==> src/rtl/pipe_pkg.sv <==
// Shared definitions for the pipeline hazard controller.
//   REG_AW_DEF : default register-address width
//   state_e    : controller FSM states
package pipe_pkg;

  localparam int REG_AW_DEF = 5;

  typedef enum logic [1:0] {
    RUN      = 2'd0,
    MEM_WAIT = 2'd1,
    ERROR    = 2'd2
  } state_e;

endpackage

==> src/rtl/hazard_detect.sv <==
// Load-use hazard compare between the ID-stage sources and the EXE-stage load.
// Ports:
//   id_src1_i, id_src2_i : ID-stage source registers
//   id_two_src_i         : ID instruction actually reads src2
//   exe_dest_i           : EXE-stage destination register
//   exe_mem_r_en_i       : EXE instruction is a load
//   load_use_o           : ID must stall one cycle behind the load
module hazard_detect
  import pipe_pkg::*;
#(
  parameter int REG_AW = REG_AW_DEF
) (
  input  logic [REG_AW-1:0] id_src1_i,
  input  logic [REG_AW-1:0] id_src2_i,
  input  logic              id_two_src_i,
  input  logic [REG_AW-1:0] exe_dest_i,
  input  logic              exe_mem_r_en_i,
  output logic              load_use_o
);

  logic dest_nz;
  logic hit1;
  logic hit2;

  // r0 is hard-wired zero, so a load into it never feeds a consumer.
  assign dest_nz    = (exe_dest_i != '0);
  assign hit1       = (exe_dest_i == id_src1_i);
  assign hit2       = id_two_src_i && (exe_dest_i == id_src2_i);
  assign load_use_o = exe_mem_r_en_i && dest_nz && (hit1 || hit2);

endmodule

==> src/rtl/pipe_hazard_ctrl.sv <==
// Stall/flush controller for the 5-stage pipeline.
// Ports:
//   clk_i, rst_i            : clock, synchronous active-high reset
//   id_*/exe_* inputs       : operands for load-use detection
//   branch_taken_i          : EXE resolved a taken branch
//   mem_req_i, mem_ready_i  : MEM-stage access and its completion
//   pc_freeze_o .. memwb_bubble_o : pipeline register enables (combinational)
//   mem_err_o               : sticky memory-timeout flag
//   stall_cnt_o             : saturating count of cycles with pc_freeze_o high
//
// state    | meaning
// RUN      | normal flow; load-use / branch flush / new memory stall decided here
// MEM_WAIT | data memory busy; freeze group held until mem_ready_i
// ERROR    | memory timed out; freeze group held until reset
module pipe_hazard_ctrl
  import pipe_pkg::*;
#(
  parameter int REG_AW      = REG_AW_DEF,
  parameter int MEM_TIMEOUT = 255,
  parameter int CNT_W       = 32
) (
  input  logic              clk_i,
  input  logic              rst_i,
  input  logic [REG_AW-1:0] id_src1_i,
  input  logic [REG_AW-1:0] id_src2_i,
  input  logic              id_two_src_i,
  input  logic [REG_AW-1:0] exe_dest_i,
  input  logic              exe_mem_r_en_i,
  input  logic              branch_taken_i,
  input  logic              mem_req_i,
  input  logic              mem_ready_i,
  output logic              pc_freeze_o,
  output logic              ifid_freeze_o,
  output logic              ifid_flush_o,
  output logic              idex_bubble_o,
  output logic              exmem_hold_o,
  output logic              memwb_bubble_o,
  output logic              mem_err_o,
  output logic [CNT_W-1:0]  stall_cnt_o
);

  localparam int WAIT_W = (MEM_TIMEOUT < 1) ? 1 : $clog2(MEM_TIMEOUT + 1);
  localparam logic [WAIT_W-1:0] WAIT_MAX = WAIT_W'(MEM_TIMEOUT);

  state_e             state_q, state_d;
  logic [WAIT_W-1:0]  wait_cnt_q, wait_cnt_d;
  logic               br_pend_q, br_pend_d;
  logic               mem_err_q, mem_err_d;
  logic [CNT_W-1:0]   stall_cnt_q;
  logic               load_use;
  logic               mem_stall;

  hazard_detect #(.REG_AW(REG_AW)) u_hazard_detect (
    .id_src1_i      (id_src1_i),
    .id_src2_i      (id_src2_i),
    .id_two_src_i   (id_two_src_i),
    .exe_dest_i     (exe_dest_i),
    .exe_mem_r_en_i (exe_mem_r_en_i),
    .load_use_o     (load_use)
  );

  assign mem_stall = mem_req_i && !mem_ready_i;

  always_ff @(posedge clk_i) begin
    if (rst_i) begin
      state_q     <= RUN;
      wait_cnt_q  <= '0;
      br_pend_q   <= 1'b0;
      mem_err_q   <= 1'b0;
      stall_cnt_q <= '0;
    end else begin
      state_q    <= state_d;
      wait_cnt_q <= wait_cnt_d;
      br_pend_q  <= br_pend_d;
      mem_err_q  <= mem_err_d;
      if (pc_freeze_o && (stall_cnt_q != '1)) begin
        stall_cnt_q <= stall_cnt_q + CNT_W'(1);
      end
    end
  end

  always_comb begin
    state_d        = state_q;
    wait_cnt_d     = wait_cnt_q;
    br_pend_d      = br_pend_q;
    mem_err_d      = mem_err_q;
    pc_freeze_o    = 1'b0;
    ifid_freeze_o  = 1'b0;
    ifid_flush_o   = 1'b0;
    idex_bubble_o  = 1'b0;
    exmem_hold_o   = 1'b0;
    memwb_bubble_o = 1'b0;
    if (!rst_i) begin
      unique case (state_q)
        RUN: begin
          if (mem_stall) begin
            // ID/EXE is not bubbled: it holds along with the frozen front end.
            state_d        = MEM_WAIT;
            wait_cnt_d     = WAIT_W'(1);
            pc_freeze_o    = 1'b1;
            ifid_freeze_o  = 1'b1;
            exmem_hold_o   = 1'b1;
            memwb_bubble_o = 1'b1;
            if (branch_taken_i) br_pend_d = 1'b1;
          end else if (branch_taken_i || br_pend_q) begin
            ifid_flush_o  = 1'b1;
            idex_bubble_o = 1'b1;
            br_pend_d     = 1'b0;
          end else if (load_use) begin
            pc_freeze_o   = 1'b1;
            ifid_freeze_o = 1'b1;
            idex_bubble_o = 1'b1;
          end
        end
        MEM_WAIT: begin
          if (branch_taken_i) br_pend_d = 1'b1;
          if (mem_ready_i) begin
            // Stall drops now so the returning data is captured into MEM/WB.
            state_d    = RUN;
            wait_cnt_d = '0;
          end else begin
            pc_freeze_o    = 1'b1;
            ifid_freeze_o  = 1'b1;
            exmem_hold_o   = 1'b1;
            memwb_bubble_o = 1'b1;
            if (wait_cnt_q == WAIT_MAX) begin
              state_d   = ERROR;
              mem_err_d = 1'b1;
            end else begin
              wait_cnt_d = wait_cnt_q + WAIT_W'(1);
            end
          end
        end
        ERROR: begin
          pc_freeze_o    = 1'b1;
          ifid_freeze_o  = 1'b1;
          exmem_hold_o   = 1'b1;
          memwb_bubble_o = 1'b1;
        end
        default: state_d = RUN;
      endcase
    end
  end

  assign mem_err_o   = mem_err_q;
  assign stall_cnt_o = stall_cnt_q;

endmodule
==> config.mk <==
export PLATFORM = sky130hd
export DESIGN_NAME = pipe_hazard_ctrl
export DESIGN_NICKNAME = d
export VERILOG_FILES = /design/src/rtl/pipe_pkg.sv /design/src/rtl/hazard_detect.sv /design/src/rtl/pipe_hazard_ctrl.sv
export SDC_FILE = /design/constraint.sdc
export NUM_CORES = 1
export LEC_CHECK = 0
export CORE_MARGIN = 2
export CORE_UTILIZATION = 52
export DETAILED_ROUTE_END_ITERATION = 16
export PLACE_DENSITY = 0.84
export REMOVE_ABC_BUFFERS = 1
export SYNTH_ARGS = -nofsm -noshare
export SYNTH_HDL_FRONTEND = slang
export SYNTH_SLANG_ARGS = --single-unit
==> constraint.sdc <==
create_clock -name clk_i -period 9.19 [get_ports clk_i]
set_clock_uncertainty 0.2 [all_clocks]
set_input_delay 2.757 -clock clk_i [delete_from_list [all_inputs] [get_ports clk_i]]
set_output_delay 2.757 -clock clk_i [all_outputs]
set_load 0.02 [all_outputs]
; ---- After elaboration in Yosys (flattened, before gate mapping)
; Cells that the tools add are included.
[word_totals]
word_cells = 63
ff_bits = 44
inputBits = 22
out_inout_bits = 39
[op_classes]
bitwise = 2
n_eq_ne = 10
add_sub_neg = 2
reduce_logical = 15
n_mux = 29
[ops]
columns = op, count
row1 = adder 32 x 1 -> 32 bit (second input constant), 1
row2 = inequality test 32 bit (second input constant), 1
row3 = 2-to-1 mux 8 bit, 3
row4 = 2-to-1 mux 1 bit, 18
row5 = case mux 8 bit (2 select lines), 1
row6 = equality test 5 bit, 2
row7 = inequality test 3 bit (second input constant), 3
row8 = AND reduction 3 bit, 3
row9 = adder 8 x 1 -> 8 bit (second input constant), 1
row10 = equality test 8 bit (second input constant), 1
row11 = 2-to-1 mux 2 bit, 3
row12 = case mux 1 bit (3 select lines), 2
row13 = case mux 2 bit (3 select lines), 1
row14 = logical AND 1 bit, 5
row15 = nonzero test 5 bit, 1
row16 = equality test 2 x 1 -> 1 bit (second input constant), 1
row17 = equality test 2 bit (second input constant), 1
row18 = zero test 2 bit, 1
row19 = logical OR 1 bit, 2
row20 = inequality test 2 bit (second input constant), 1
row21 = NOT 1 bit, 2
row22 = case mux 1 bit (2 select lines), 1
row23 = AND reduction 2 bit, 1
row24 = nonzero test 2 bit, 1
row25 = zero test 1 bit, 1

; ---- Logic depth before layout (Yosys ltp)
; Gate-level depths: netlist of run 1.
[depth]
word_depth = 10
ltp_mapped = 10

; ---- Modules after synthesis
; Synthesis of run 1 repeated with hierarchy kept, for this count alone.
[hier_totals]
cells_unflattened = 314
area_unflattened_um2 = 2587.5
[by_module_without_submodules]
columns = mod, instances, seq_area_each_um2, cells_per_inst, area_each_um2
row1 = pipe_hazard_ctrl, 1, 880.8, 297, 2454.9
row2 = hazard_detect, 1, 0.0, 17, 132.6

; ---- Least setup slack after synthesis of run 1
; Ideal clock, no wire load.
[synth_timing]
kind = input to output
startpoint = in exe_dest_i[0]
endpoint = out pc_freeze_o
arrival_time_ps = 4232
path_stages = 5
t_required_ps = 6233
setup_slack_ps = 2001
path_cell_list = or4_1 -> o21a_1 -> a31oi_1 -> inv_1 -> buf_4
[synth_via]
elab_chain_cells = 9
word_cells_on_any_way = 12
[synth_lines]
columns = item, line_no
row1 = start: declaration, pipe_hazard_ctrl.sv:27  ; input logic [REG_AW-1:0] exe_dest_i,
row2 = equality test 5 bit, hazard_detect.sv:28  ; assign hit2 = id_two_src_i && (exe_dest_i == id_src2_i);
row3 = logical AND 1 bit, hazard_detect.sv:28
row4 = logical OR 1 bit, hazard_detect.sv:29  ; assign load_use_o = exe_mem_r_en_i && dest_nz && (hit1 || hit2);
row5 = logical AND 1 bit (*), hazard_detect.sv:29
row6 = 2-to-1 mux 1 bit (*) (3 in a row), --
row7 = case mux 1 bit (3 select lines) (*), --
row8 = 2-to-1 mux 1 bit (*), --
row9 = end: declaration, pipe_hazard_ctrl.sv:32  ; output logic pc_freeze_o,
; Every way passes the cells marked *; elsewhere a longest branch is shown, timed or not.

; ---- Worst setup path after layout of run 1
[layout_timing]
startpoint = in exe_dest_i[1]
endpoint = out ifid_freeze_o
[layout_via]
elab_chain_cells = 9
word_cells_on_any_way = 12
[layout_lines]
columns = item, line_no
row1 = equality test 5 bit, hazard_detect.sv:28
row2 = logical AND 1 bit, hazard_detect.sv:28
row3 = logical OR 1 bit, hazard_detect.sv:29
row4 = logical AND 1 bit (*), hazard_detect.sv:29
row5 = 2-to-1 mux 1 bit (*), pipe_hazard_ctrl.sv:109  ; end else if (load_use) begin
row6 = 2-to-1 mux 1 bit (*), pipe_hazard_ctrl.sv:105  ; end else if (branch_taken_i || br_pend_q) begin
row7 = 2-to-1 mux 1 bit (*), pipe_hazard_ctrl.sv:96  ; if (mem_stall) begin
row8 = case mux 1 bit (3 select lines) (*), pipe_hazard_ctrl.sv:94  ; unique case (state_q)
row9 = 2-to-1 mux 1 bit (*), pipe_hazard_ctrl.sv:93  ; if (!rst_i) begin
row10 = end: declaration, pipe_hazard_ctrl.sv:33  ; output logic ifid_freeze_o,
; Marks and branches as above.

==> results of run 1 <==
## metrics by stage
step / power [uW] / std cells / hold WS, ps / instance area, sq um / utilization, %
floorplan: 213 / 276 / 243 / 2320 / -
global placement: 232 / 389 / 261 / 2990 / 68.2
detailed placement: 233 / 389 / 269 / 2990 / 68.2
CTS: 340 / 394 / 281 / 3060 / 69.8
global route: 350 / 394 / 290 / 3060 / 69.8
finish: 337 / 394 / 287 / 3060 / 69.8
## power by group through the flow
stage	combinational [uW]	sequential, uW	clock (uW)
floorplan	16.0	197	0
global placement	34.9	197	0
detailed placement	35.6	197	0
CTS	35.9	193	111
global route	38.7	193	119
finish	35.7	193	109
## cell families (layout without fill, tap and decap cells)
family	count (synthesis)	in the layout	share of synthesized area [%]
simple gates	121	121	28.0
compound gates	72	72	20.5
xor+xnor	18	18	6.61
flops	44	44	36.9
mux	4	4	1.78
buf+inv	26	81	5.24
fa+ha+maj	2	2	1.05
## cell usage in the layout (no fill, tap or decap), drive strengths merged, types with 2 or more instances in the layout
cell           count
o21a               2
or4               12
o31ai             14
a211oi             2
o41ai              4
and3               2
mux2               2
nand3             18
nor2              24
o2111ai            3
nand2b             2
nor2b              3
mux2i              2
a21oi             24
clkbuf             5
or3                8
xor2               4
or2                6
nand2             20
o21ai              9
a2111oi            2
nand4              9
o211ai             5
inv               13
clkdlybuf4s50     60
xnor2             14
dfxtp             44
nor3               7
nor4               6
clkinv             2
ha                 2
## layout make-up
type,instances,area (sq um),area share [%]
flip-flops and latches,44,881,28.8
multi-input cells,217,1380,45.1
well taps,52,65.1,2.13
repair buffers,61,608,19.9
inverters,15,57.6,1.88
clock buffers,5,68.8,2.25
## metal layers
layer / routed length, microns / up-vias / track usage [%] / part of all wire, %
met5: 0 / - / 0 / 0
met1: 2490 / 1119 / 26.8 / 44
li1: - / 1185 / - / -
met3: 437 / 5 / 6.33 / 7.7
met2: 2700 / 76 / 38.0 / 47
met4: 63 / 0 / 7.76 / 1.1
## final timing paths
kind / from / to / depth (start not counted)
min reg2reg: wait_cnt_q[1] / wait_cnt_q[1] / 2
min: wait_cnt_q[1] / wait_cnt_q[1] / 2
max: exe_dest_i[1] / ifid_freeze_o / 7
max reg2reg: state_q[1] / stall_cnt_o[23] / 7
## critical path: cells and delay by family
family	cells	cell delay [ps]
buffers and inverters	3	1310
AO/OA/AOI/OAI	2	850
XOR/XNOR	1	140
AND/OR/NAND/NOR	1	110
## state kept, by name, summed over array words and instances (netlist names)
register     cells
mem_err_o        1
br_pend_q        1
state_q          2
stall_cnt_o     32
wait_cnt_q       8
==> reports/qor.yml, run 1 <==
run:
  max-cap-violations: 0
sta:
  setup-tns-final_ps: 0
  fin_crit_sh_pct: 88.6
  setup_ws_ps: 1050
  min_period_ps: 8140
  relSlewSlack_pct: 14.0
  clock.fmax_mhz: 123
  rsz0062_at_grt: "no"
  hold_violations: 0
  maxSlewViolCount: 0
  worst_pin_slew_ps: 1290
  setup_viol: 0
global_routing:
  grt_pass1_vias: 2180
  grt_overflow_total: 0
  grt_pass1_wl_microns: 9320
  antenna_found_initial: 0
  grt.total_usage_pct: 22.3
  grt_max_degree: 34
floorplan:
  fp.dieH_microns: 71.7
  die_x_microns: 71.7
  rows: 24
  ios: 61
  design.die.area_sq_mm: 0.00515
  coreArea_sq_mm: 0.00438
  start_util_pct: 54.4
worst_setup_path:
  endpoint_kind: "output pin"
  worstSetupPathType: "in -> out"
  slowest_stage: "clkdlybuf4s50_1"
  critical_path.cell_chain: "clkdlybuf4s50_1 > xnor2_1 > nand4_1 > o22ai_1 > a31oi_1 > inv_1 > clkdlybuf4s50_1"
  slowest_delay_ps: 610
  cp-start-kind: "input port"
  crit_arrival_ps: 5180
  critPathMaxFanout: 7
  crit_top_cell: "clkdlybuf4s50_1"
  r2r_slack_ps: 6220
  required_ps: 6230
clock_network:
  clkTransAtPathRegs_ps: 70
  cts_tree: "done"
  post_cts_buffers: 0
  cts-root-buf: "clkbuf_8"
  cts_sinks: 44
  ctsHoldBuffers: 0
  cts_buffers: 5
  cts_max_path_buffers: 2
  clock_latency_ps: 290
  cts_max_level: 2
  cts-resized-gates: 0
route:
  wl_microns: 5690
  drc: 0
  wl_per_cell_microns: 14.5
  first_pass_iters: 4
  first_iter_violations: 135
  via_count: 2385
  antenna_left: 0
  vias_per_cell: 6.05
yosys:
  synth_cells: 287
  synth_area_leaders: "dfxtp_1, xnor2_1, a21oi_1, o31ai_1, nand3_1"
  syn-mean-instance-area_sq_um: 8.31
  yosysSeqAreaShare_pct: 36.9
  synth_warnings: 0
  synth_top_area_cell: "dfxtp_1"
  synth_flop_cell: "dfxtp_1"
  yosys_register_bits: 44
  netlist_top_cells_count: "dfxtp_1, a21oi_1, nor2_1"
  yosysTopAreaCellShare_pct: 36.9
  async_flop_share_pct: 0
  ys_types: 52
  synth_edf_count: 0
  synth.most_common_cell: "dfxtp_1"
  netlist_area_sq_mm: 0.00239
power:
  power_density_mw_per_mm2: 110
  seqPwrFrac_pct: 57.1
  power.internal_uw: 258
  swShare_pct: 23.4
  comb_power_share_pct: 10.6
  switching_power_uw: 79.0
  p_leak_uw: 0.000937
  p_clk_share_pct: 32.3
  peakVddDrop_v: 0.0000700
cells_and_area:
  diodes: 0
  fillerInstances: 372
  area_growth_pct: 28.3
  fin_nets: 368
  layout-drive-gt1-share_pct: 6.14
placed_design:
  gp_congestion: 0.844
  io_buffer_count: 60
  pre_cts_slack_ps: 1070
  hpwl_microns: 4170
status:
  status: "complete, no violations"
hold_path:
  hold_path_class: "reg -> reg"
Power figures use the tool's default switching activity.
==> inputs of run 2 (changes only) <==
--- a/config.mk
+++ b/config.mk
@@ -8,6 +8,7 @@
 export CORE_MARGIN = 2
 export CORE_UTILIZATION = 52
 export DETAILED_ROUTE_END_ITERATION = 16
+export GPL_ROUTABILITY_DRIVEN = 0
 export PLACE_DENSITY = 0.84
 export REMOVE_ABC_BUFFERS = 1
 export SYNTH_ARGS = -nofsm -noshare
==> results of run 2 <==
Final layout, timing and power as in run 1 (identical DEF).
